===== src/rtl/fsm_lane_ser_pkg.sv =====
// fsm_pkg: state encoding and beat-count helper shared by the lane serializer
package fsm_pkg;
  typedef enum logic [1:0] {IDLE, WORK, DONE} state_t;
  function automatic int beats(input int in_w, input int out_w);
    return in_w / out_w;
  endfunction
endpackage


===== src/rtl/fsm_lane_ser.sv =====
// fsm_lane_ser: word-in (in_valid/in_ready/fsm_in_q) to OUT_W-bit beats out (fsm_out/out_valid/out_ready/beat_idx) with busy and done pulse
module fsm_lane_ser
  import fsm_pkg::*;
#(
  parameter int IN_W = 8,
  parameter int OUT_W = 4,
  parameter int LSB_FIRST = 0,
  localparam int BEATS = beats(IN_W, OUT_W),
  localparam int CW = (BEATS > 1) ? $clog2(BEATS) : 1
) (
  input  logic             clk,
  input  logic             rst,
  input  logic             in_valid,
  output logic             in_ready,
  input  logic [IN_W-1:0]  fsm_in_q,
  output logic [OUT_W-1:0] fsm_out,
  output logic             out_valid,
  input  logic             out_ready,
  output logic [CW-1:0]    beat_idx,
  output logic             busy,
  output logic             done
);
  if (OUT_W < 1 || IN_W % OUT_W != 0 || (LSB_FIRST != 0 && LSB_FIRST != 1)) begin : g_bad_params
    $error("fsm_lane_ser: illegal IN_W/OUT_W/LSB_FIRST");
  end
  state_t state;
  logic [IN_W-1:0] word_q;
  logic [IN_W-1:0] sh;
  logic [CW-1:0] beat_q;
  always_ff @(posedge clk) begin
    if (rst) begin
      state <= IDLE;
      word_q <= '0;
      beat_q <= '0;
    end else begin
      case (state)
        IDLE: if (in_valid) begin
          state <= WORK;
          word_q <= fsm_in_q;
          beat_q <= '0;
        end
        WORK: if (out_ready) begin
          if (beat_q == CW'(BEATS - 1)) begin
            state <= DONE;
            beat_q <= '0;
          end else beat_q <= beat_q + CW'(1);
        end
        DONE: begin
          state <= IDLE;
          word_q <= '0;
        end
        default: begin
          state <= IDLE;
          word_q <= '0;
          beat_q <= '0;
        end
      endcase
    end
  end
  always_comb begin
    sh = word_q >> ((LSB_FIRST != 0) ? int'(beat_q) * OUT_W : IN_W - OUT_W - int'(beat_q) * OUT_W);
    in_ready = state == IDLE;
    out_valid = state == WORK;
    fsm_out = (state == WORK) ? sh[OUT_W-1:0] : '0;
    beat_idx = (state == WORK) ? beat_q : '0;
    busy = state != IDLE;
    done = state == DONE;
  end
endmodule


===== config.mk =====
export PLATFORM = sky130hd
export DESIGN_NAME = fsm_lane_ser
export DESIGN_NICKNAME = d
export VERILOG_FILES = /design/src/rtl/fsm_lane_ser_pkg.sv /design/src/rtl/fsm_lane_ser.sv
export SDC_FILE = /design/constraint.sdc
export NUM_CORES = 1
export LEC_CHECK = 0
export ABC_CLOCK_PERIOD_IN_PS = 900
export CORE_AREA = 2 2 39 41
export DETAILED_ROUTE_END_ITERATION = 8
export DIE_AREA = 0 0 41 43
export DONT_BUFFER_PORTS = 1
export SETUP_SLACK_MARGIN = 0.15
export SLEW_MARGIN = 20
export SYNTH_ARGS = -nofsm -noshare
export SYNTH_HDL_FRONTEND = slang
export SYNTH_SLANG_ARGS = --single-unit

===== constraint.sdc =====
create_clock -name clk -period 0.9 [get_ports clk]
set_input_delay 0.225 -clock clk [delete_from_list [all_inputs] [get_ports clk]]
set_output_delay 0.225 -clock clk [all_outputs]
set_load 0.02 [all_outputs]

# After elaboration in Yosys (flattened, before gate mapping)
# Cells that the tools add are included.
dict set report op_classes {
  reduce_logical 5
  n_bitwise 2
  eq_ne 5
  shift 1
  n_addsub 2
  muxes 12
}
# op count
set op_table {}
lappend op_table {{$shr A8 B32 Y4} 1}
lappend op_table {{$pmux W8 S2} 1}
lappend op_table {{$mux W8} 1}
lappend op_table {{$mux W2} 3}
lappend op_table {{$reduce_and A3 Y1} 2}
lappend op_table {{$mux W1} 4}
lappend op_table {{$mux W4} 1}
lappend op_table {{$ne A2 B1 Y1 const B} 2}
lappend op_table {{$pmux W2 S2} 1}
lappend op_table {{$sub A3 B3 Y4 const A} 1}
lappend op_table {{$pmux W1 S3} 1}
lappend op_table {{$eq A2 B1 Y1 const B} 1}
lappend op_table {{$eq A2 B2 Y1 const B} 1}
lappend op_table {{$logic_not A2 Y1} 1}
lappend op_table {{$ne A2 B2 Y1 const B} 1}
lappend op_table {{$not A1 Y1} 2}
lappend op_table {{$reduce_and A2 Y1} 1}
lappend op_table {{$reduce_bool A2 Y1} 1}
lappend op_table {{$add A1 B1 Y1 const B} 1}
dict set report word_totals {
  in_bits 12
  wordCells 30
  ff_bits 11
  out_inout_bits 9
}

# Depth between registers and ports, before layout
# Gate-level depths: netlist (run 1).
dict set report logic_depth {
  word_depth 4
  ltp_mapped 4
}

# Worst setup path after synthesis (run 1)
# No wires, ideal clock.
dict set report synth_path {
  path_type {register -> output}
  start {reg state[0]}
  end {out in_ready}
  arrival_time_ns 0.850
  stages_incl_launch_ff 3
  slack_ns -0.175
  path_buffers 0
  path_cell_list {dfxtp_1 > or2_2 > inv_1}
}
dict set report synth_between {
  elab_chain_len 1
}
# element line_no
set synth_lines {}
lappend synth_lines {{start: declaration} fsm_lane_ser.sv:26} ;# state_t state;
lappend synth_lines {{start signal: assignment} fsm_lane_ser.sv:32} ;# state <= IDLE;
lappend synth_lines {{start signal: assignment} fsm_lane_ser.sv:38} ;# state <= WORK;
lappend synth_lines {{start signal: assignment} fsm_lane_ser.sv:44} ;# state <= DONE;
lappend synth_lines {{$logic_not A2 Y1} fsm_lane_ser.sv:62} ;# in_ready = state == IDLE;
lappend synth_lines {{end: declaration} fsm_lane_ser.sv:14} ;# output logic in_ready,
# No other way between the ends.

# Worst setup path after layout (run 1)
dict set report layout_path {
  start {reg state[1]}
  end {out beat_idx}
}
dict set report layout_between {
  elab_chain_len 2
}
# element line_no
set layout_lines {}
lappend layout_lines {{$eq A2 B1 Y1} fsm_lane_ser.sv:65} ;# beat_idx = (state == WORK) ? beat_q : '0;
lappend layout_lines {{$mux W1} fsm_lane_ser.sv:65}
lappend layout_lines {{end: declaration} fsm_lane_ser.sv:19} ;# output logic [CW-1:0] beat_idx,
# No other way between the ends.

==> key figures, run 1 <==
Routing
  • Vias per cell: 5.05
  • Vias: 465
  • Drt drc: 0
  • Iteration-0 DRC Markers: 10
  • Pre-antenna DRT Iters: 4
  • Post-detailed-route wirelength per cell: 14.2 µm
  • Post-route antenna net violation count: 0
  • Final wirelength: between 1000 and 1500 µm

Synth
  • Synth Area in Compound Gates: 0.106
  • Post-Synth XOR/XNOR Area: 0.0173
  • Post-Synthesis Cells: 65
  • Simple-gate share of the synthesized area: 0.296
  • Post-synthesis mux area share: 0.0790
  • Yosys cell types: 17
  • Largest family of logic cells by synthesized area: simple AND/OR/NAND/NOR gates
  • Yosys warns: 0
  • Post-Syn Nets: 77
  • Netlist Area Pre-Place: 507 µm²
  • Sequential fraction of the synthesis area: 0.435
  • Syn Area/Cell: between 7 and 8 µm²
  • Synth Area in Adders: 0
  • Register bit count reported by yosys: 11

Status
  • Failing checks: negative setup slack
  • Status: complete, but fails checks

Worst setup path
  • Worst reg-to-reg path cell count: 4
  • Worst Setup End Kind: primary output
  • Crit path capture: beat_idx
  • Worst Setup SP: state[1]
  • R2R setup slack: -0.15 ns
  • FF-to-FF End: state[1]
  • Crit Path Class: flop to primary output
  • Worst Path Required: roughly 0.67 ns
  • Critical path arrival: 1.06 ns
  • Critical Path Source Type: flop
  • Critical Path Fanout Max: 5
  • R2r startpoint: state[1]

STA
  • Max Slew Vio Count: 0
  • Minimum clock period after layout: 1.28 ns
  • RSZ-0062 raised after global routing: true
  • Skew final: roughly 0.0012 ns
  • Ratio of final minimum period to clock period: 1.43
  • Worst Tran Pin Value: between 0.2 and 0.3 ns
  • Hold violation total from the final report: 0
  • Final setup viols: 20
  • Relative slew slack: 0.830
  • Fmax: between 0.7 and 0.8 GHz
  • Setup slack after layout: -0.383 ns

Floorplan
  • Die W: approximately 41 µm
  • Core area: ~0.0014 mm²
  • Starting Density: 0.366
  • Boundary Pins: 21
  • Rows: 14
  • Die Y: 43 µm
  • Die footprint: approximately 0.0018 mm²

Clock network
  • Skew-Pair Late Insertion Delay: 0.26 ns
  • CTS tree: yes
  • Clk buf depth: 2
  • Worst-path clk slew: approximately 0.07 ns
  • Clock sink count: 11
  • Clock root buffer: clkbuf_4
  • H-tree levels: 1
  • Inserted Clock Buffers: 3

Placed design
  • DP Area: 562 µm²
  • Pre-CTS WS: -0.162 ns
  • HPWL Detailed: between 700 and 800 µm
  • Gpl congestion: just under 0.7
  • Port buffer count: 0

Global routing
  • Global-route wire length before repair: about 1900 µm
  • Routing usage on met3: 0.0471
  • Global route total overflow: 0
  • Vias in the first global route: 416
  • Initial antenna violation count: 0
  • Met2 Use GR: 0.238
  • GRT Total Usage: 0.163
  • Grt met1 use: 0.212
  • Largest net degree at the start of global routing: 9
  • Grt peak-use layer: met2

Final layout
  • Share of layout cells above drive strength 1: 0.513
  • Design Area, Final: between 700 and 800 µm²
  • Area grow syn2layout: 43.2%
  • N_diodes: 0
  • Nets@finish: 89

Power
  • Sw Pwr: between 300 and 400 µW
  • P per Cell Area: about 1600 mW/mm²
  • LEAKAGE: 0.286 nW
  • Internal: 810 µW
  • VDD IR-drop max: about 1 mV
  • Gate power share: 0.226
  • Clk pwr share: 0.298
  • Sw Share: 0.285
  • Register share of total power: 0.476

Hold path
  • Hold crit path type: input port to flop

Flow run
  • Max-cap check violation count: 0
power groups by stage:
stage	Sequential, mW	Clock (mW)	Combinational, mW
6_report	0.540	0.338	0.256
5_1_grt	0.544	0.366	0.278
4_1_cts	0.539	0.352	0.234
3_3_place_gp	0.551	0	0.168
3_5_place_dp	0.553	0	0.170
2_1_floorplan	0.544	0	0.151
flip-flops by register name, summed over array words and instances, names as in the netlist:
signal  count
word_q      8
beat_q      1
state       2
area by class of cell:
class | count | area (µm²)
fill | 135 | 658
multi-input combinational | 48 | 340
sequential | 11 | 226
timing repair buffer | 10 | 96.3
clock buffer | 4 | 26.3
tap | 16 | 20.0
inverter | 3 | 16.3
worst max-delay path: stages, from the launching register on:
cell and delay [ns]:
dfxtp_2 0.34, nand2b_4 0.19, inv_4 0.08, and2_4 0.18
placed cells by master, fill, tap and decap left out:
cell,synthesis,routed
dfxtp_2,0,2
nand2b_4,0,2
nor2_2,0,4
nand2_1,17,12
a21oi_2,0,5
a32oi_1,1,1
nor2b_4,0,2
clkbuf_4,0,3
nand2_2,0,4
and2_4,1,1
nand2b_1,2,1
buf_6,0,5
nand2_4,0,1
clkbuf_1,0,1
or2_4,0,3
xor2_1,1,1
dfxtp_1,11,8
nor2_1,6,2
inv_1,2,1
dfxtp_4,0,1
inv_4,0,2
buf_4,1,4
a21oi_1,9,4
mux2i_1,4,4
and3b_1,1,1
dlygate4sd3_1,0,1
routing by layer:
| layer | wire length (µm) | vias up |
|---|---|---|
| met4 | 9 | 0 |
| met3 | 95 | 2 |
| met2 | 659 | 17 |
| met5 | 0 | - |
| li1 | - | 231 |
| met1 | 538 | 215 |
cells in the mapped netlist:
master	instances	share of area
nor2b_1	2	0.025
xor2_1	1	0.017
nand2b_2	1	0.017
or2_2	2	0.025
a32oi_1	1	0.017
and3b_1	1	0.017
buf_2	3	0.030
a21oi_1	9	0.089
and2_4	1	0.017
nand2_1	17	0.13
mux2i_1	4	0.079
inv_1	2	0.015
dfxtp_1	11	0.43
nor2_1	6	0.044
buf_4	1	0.015
inv_2	1	0.0074
nand2b_1	2	0.025
cells by family after synthesis:
kind of cell	count (synthesis)
compound gates	10
flops	11
xor+xnor	1
buf+inv	7
simple gates	32
mux	4
through the flow:
step / utilization / hold slack, ns / setup TNS [ns] / cells / power [mW]
3_3_place_gp: 0.406 / 0.306 / -1.42 / 81 / 0.720
4_1_cts: 0.491 / 0.00203 / -3.95 / 91 / 1.13
3_5_place_dp: 0.406 / 0.301 / -1.71 / 81 / 0.723
5_1_grt: 0.524 / 0.0894 / -4.89 / 92 / 1.19
2_1_floorplan: - / 0.297 / -0.450 / 65 / 0.695
6_report: 0.524 / 0.0883 / -3.98 / 92 / 1.13
worst min-delay path by stage:
stage	startpoint	end	cells past startpoint
finish	fsm_in_q[6]	word_q[6]	2
floorplan	rst	beat_q	1
global placement	rst	beat_q	1
detailed placement	rst	beat_q	1
CTS	rst	beat_q	1
global route	fsm_in_q[6]	word_q[6]	2
what timing repair did:
action	CTS	global route
resized for setup	16	11
endpoints found under the hold margin	0	1
hold buffers	0	1
pin swaps	3	10
gates cloned	2	0
setup buffers	4	0
setup endpoints to repair	20	20
Power figures use the tool's default switching activity.
==> inputs of run 2 (changes only) <==
- ABC_CLOCK_PERIOD_IN_PS: 900 -> 1600
- clock period: 0.9 -> 1.6 ns (I/O delays scaled with it)
==> run 2 against run 1 <==
  * Non-clock buffer count fell by 10
  * The run now ends clean
  * Count of clock-buffer cells in the layout did not move
  * Power fell by 49%
  * Design area fell by 22%
  * Critical path depth did not move
==> key figures, run 2 (same netlist as run 1, synthesis figures left out) <==
Final layout
  • Nets@finish: 78 (-12%)
  • FILL cells: 154 (+14%)
  • Most common cell after layout, fill and taps aside: nand2_1
  • Fin util: 0.408 (-0.117)
  • Most frequent cells in the layout: nand2_1 (17), a21oi_1 (9), dfxtp_1 (8), mux2i_1 (4), nor2_2 (4)
  • Top reg by flops: word_q
  • Footprint of the multi-input gates: 270 µm² (-21%)
  • Register area: 229 µm² (+1.1%)
  • Share of layout cells above drive strength 1: 0.246 (-0.267)
  • Fin cells: 81 (-12%)
  • Flip-flop count of the largest register after layout: 8 (unchanged)
  • Biggest regs: word_q (8), state (2), beat_q (1)
  • N_diodes: 0 (unchanged)
  • Area grow syn2layout: 11.4%

Clock network
  • CTS Hold Buffers Added: 0 (unchanged)
  • H-tree levels: 1 (unchanged)
  • Inserted Clock Buffers: 3 (unchanged)
  • Skew-Pair Late Insertion Delay: 0.27 ns (about the same)
  • Worst-path clk slew: 0.07 ns (about the same)
  • Clock sink count: 11 (unchanged)
  • Clk buf depth: 2 (unchanged)
  • CTS tree: yes
  • Clock root buffer: clkbuf_4

STA
  • Fmax: 0.670 GHz
  • Hold violation total from the final report: 0 (unchanged)
  • Ratio of final minimum period to clock period: 0.932
  • Setup TNS after final layout: 0 ns (+3.98 ns)
  • Min Hold Slack: 0.181 ns (+0.0926 ns)
  • Worst Tran Pin Value: 0.622 ns (+0.368 ns)
  • Relative slew slack: 0.584 (-0.246)
  • Minimum clock period after layout: 1.49 ns
  • Final setup viols: 0 (-100%)
  • Skew final: 0.00877 ns (+0.00760 ns)
  • Max Slew Vio Count: 0 (unchanged)
  • RSZ-0062 raised after global routing: true

Hold path
  • Hold crit path type: input port to flop
  • Worst hold start: rst

Placed design
  • Placed cells: 77 (-4.9%)
  • HPWL Detailed: 729 µm (-2.9%)
  • Port buffer count: 0 (unchanged)
  • Gpl congestion: 0.637 (-6.0%)

Worst setup path
  • R2r startpoint: state[0]
  • Critical Path Fanout Max: 5 (unchanged)
  • FF-to-FF End: word_q[4]
  • Worst Path Required: 1.20 ns (+0.53 ns)
  • R2R setup slack: 0.40 ns (+0.55 ns)
  • Critical path arrival: 1.09 ns (+0.03 ns)
  • Worst Setup End Kind: primary output
  • Crit Path Class: flop to primary output
  • Worst reg-to-reg path cell count: 3 (-1)
  • Critical Path Source Type: flop
  • Crit path capture: beat_idx
  • Worst Setup SP: state[1]

Routing
  • Pre-antenna DRT Iters: 3 (-1)
  • Drt drc: 0 (unchanged)
  • Post-route antenna net violation count: 0 (unchanged)
  • Iteration-0 DRC Markers: 4 (-6)
  • Post-detailed-route wirelength per cell: 12.7 µm (-10%)
  • Vias: 415 (-11%)
  • Final wirelength: 1030 µm (-21%)
  • Vias per cell: 5.12 (+1.4%)

Floorplan
  • Core area: 0.00138 mm² (unchanged)
  • Rows: 14 (unchanged)
  • Die W: 41 µm (unchanged)
  • Die footprint: 0.00176 mm² (unchanged)
  • Starting Density: 0.366 (unchanged)
  • Die Y: 43 µm (unchanged)
  • Boundary Pins: 21 (unchanged)

Power
  • Final Power: 582 µW (-49%)
  • Clk pwr share: 0.329 (+0.031)
  • Sw Pwr: 166 µW (-49%)
  • LEAKAGE: 0.209 nW (-27%)
  • P per Cell Area: 1030 mW/mm² (-34%)
  • Gate power share: 0.147 (-0.079)
  • Sw Share: 0.285 (about the same)
  • VDD IR-drop max: 0.553 mV (-46%)
  • Register share of total power: 0.524 (+0.048)
  • Internal: 416 µW (-49%)

Flow run
  • Max-cap check violation count: 0 (unchanged)

Global routing
  • Global-route wire length before repair: 1770 µm (-6.9%)
  • Initial antenna violation count: 0 (unchanged)
  • Global route total overflow: 0 (unchanged)
  • Largest net degree at the start of global routing: 10 (+1)
  • GRT Total Usage: 0.154 (-0.00931)
  • Vias in the first global route: 397 (-4.6%)

Status
  • Status: complete, no violations
==> run 2: cell types whose count changed in the layout (fill, tap and decap cells not counted), sizes merged <==
cell | before | now
buf | 9 | 0
dlygate4sd3 | 1 | 0
or2 | 3 | 2
==> run 2: worst min-delay path by stage <==
| stage | end | slack, ns | cells after the start |
|---|---|---|---|
| final | beat_q | 0.18 | 1 |
| after global routing | beat_q | 0.17 | 1 |
| after CTS | beat_q | 0.17 | 1 |
| after detailed placement | word_q[7] | 0.45 | 2 |
| after global placement | word_q[7] | 0.44 | 2 |
| after floorplan | word_q[4] | 0.44 | 2 |
==> run 2: critical path: stages (launching register included) <==
cell      delay [ns]
dfxtp_2         0.34
nand2b_4        0.19
inv_6           0.10
and2_4          0.18
==> run 2: what timing repair did <==
action / in CTS / in global routing
pin swaps: 0 / 1
endpoints found under the setup margin: 6 / 7
gates resized for setup: 12 / 3
buffers inserted: 0 / 0
endpoints found under the hold margin: 0 / 0
==> run 2: cell type report <==
| cell class | count | share of cell area |
|---|---|---|
| clock buffers | 4 | 0.0466 |
| inverters | 3 | 0.0333 |
| multi-input cells | 47 | 0.479 |
| flip-flops and latches | 11 | 0.406 |
| well taps | 16 | 0.0355 |
==> run 2: power by group through the flow <==
stage,registers [mW],logic [mW],clock network (mW)
2_1_floorplan,0.304,0.0736,0
3_3_place_gp,0.310,0.0745,0
3_5_place_dp,0.310,0.0754,0
4_1_cts,0.306,0.0844,0.205
5_1_grt,0.307,0.0975,0.213
6_report,0.305,0.0854,0.192
==> run 2: per-layer routing <==
layer	part of all wire	up-vias	track usage
met2	0.44	18	0.209
met3	0.10	2	0.0628
met4	0.015	0	0.0800
met1	0.44	186	0.203
met5	0	-	0
li1	-	209	-
==> run 2: through the flow <==
stage	setup slack, ns	instance area [µm²]
finish	0.108	564
global route	0.0521	564
CTS	0.0914	557
detailed placement	0.231	504
global placement	0.233	504
floorplan	0.350	507
==> inputs of run 3 (changes only) <==
- SLEW_MARGIN: 20 -> 25
==> results of run 3 <==
Same layout as run 2: the final DEF is identical, and so are final timing and power.
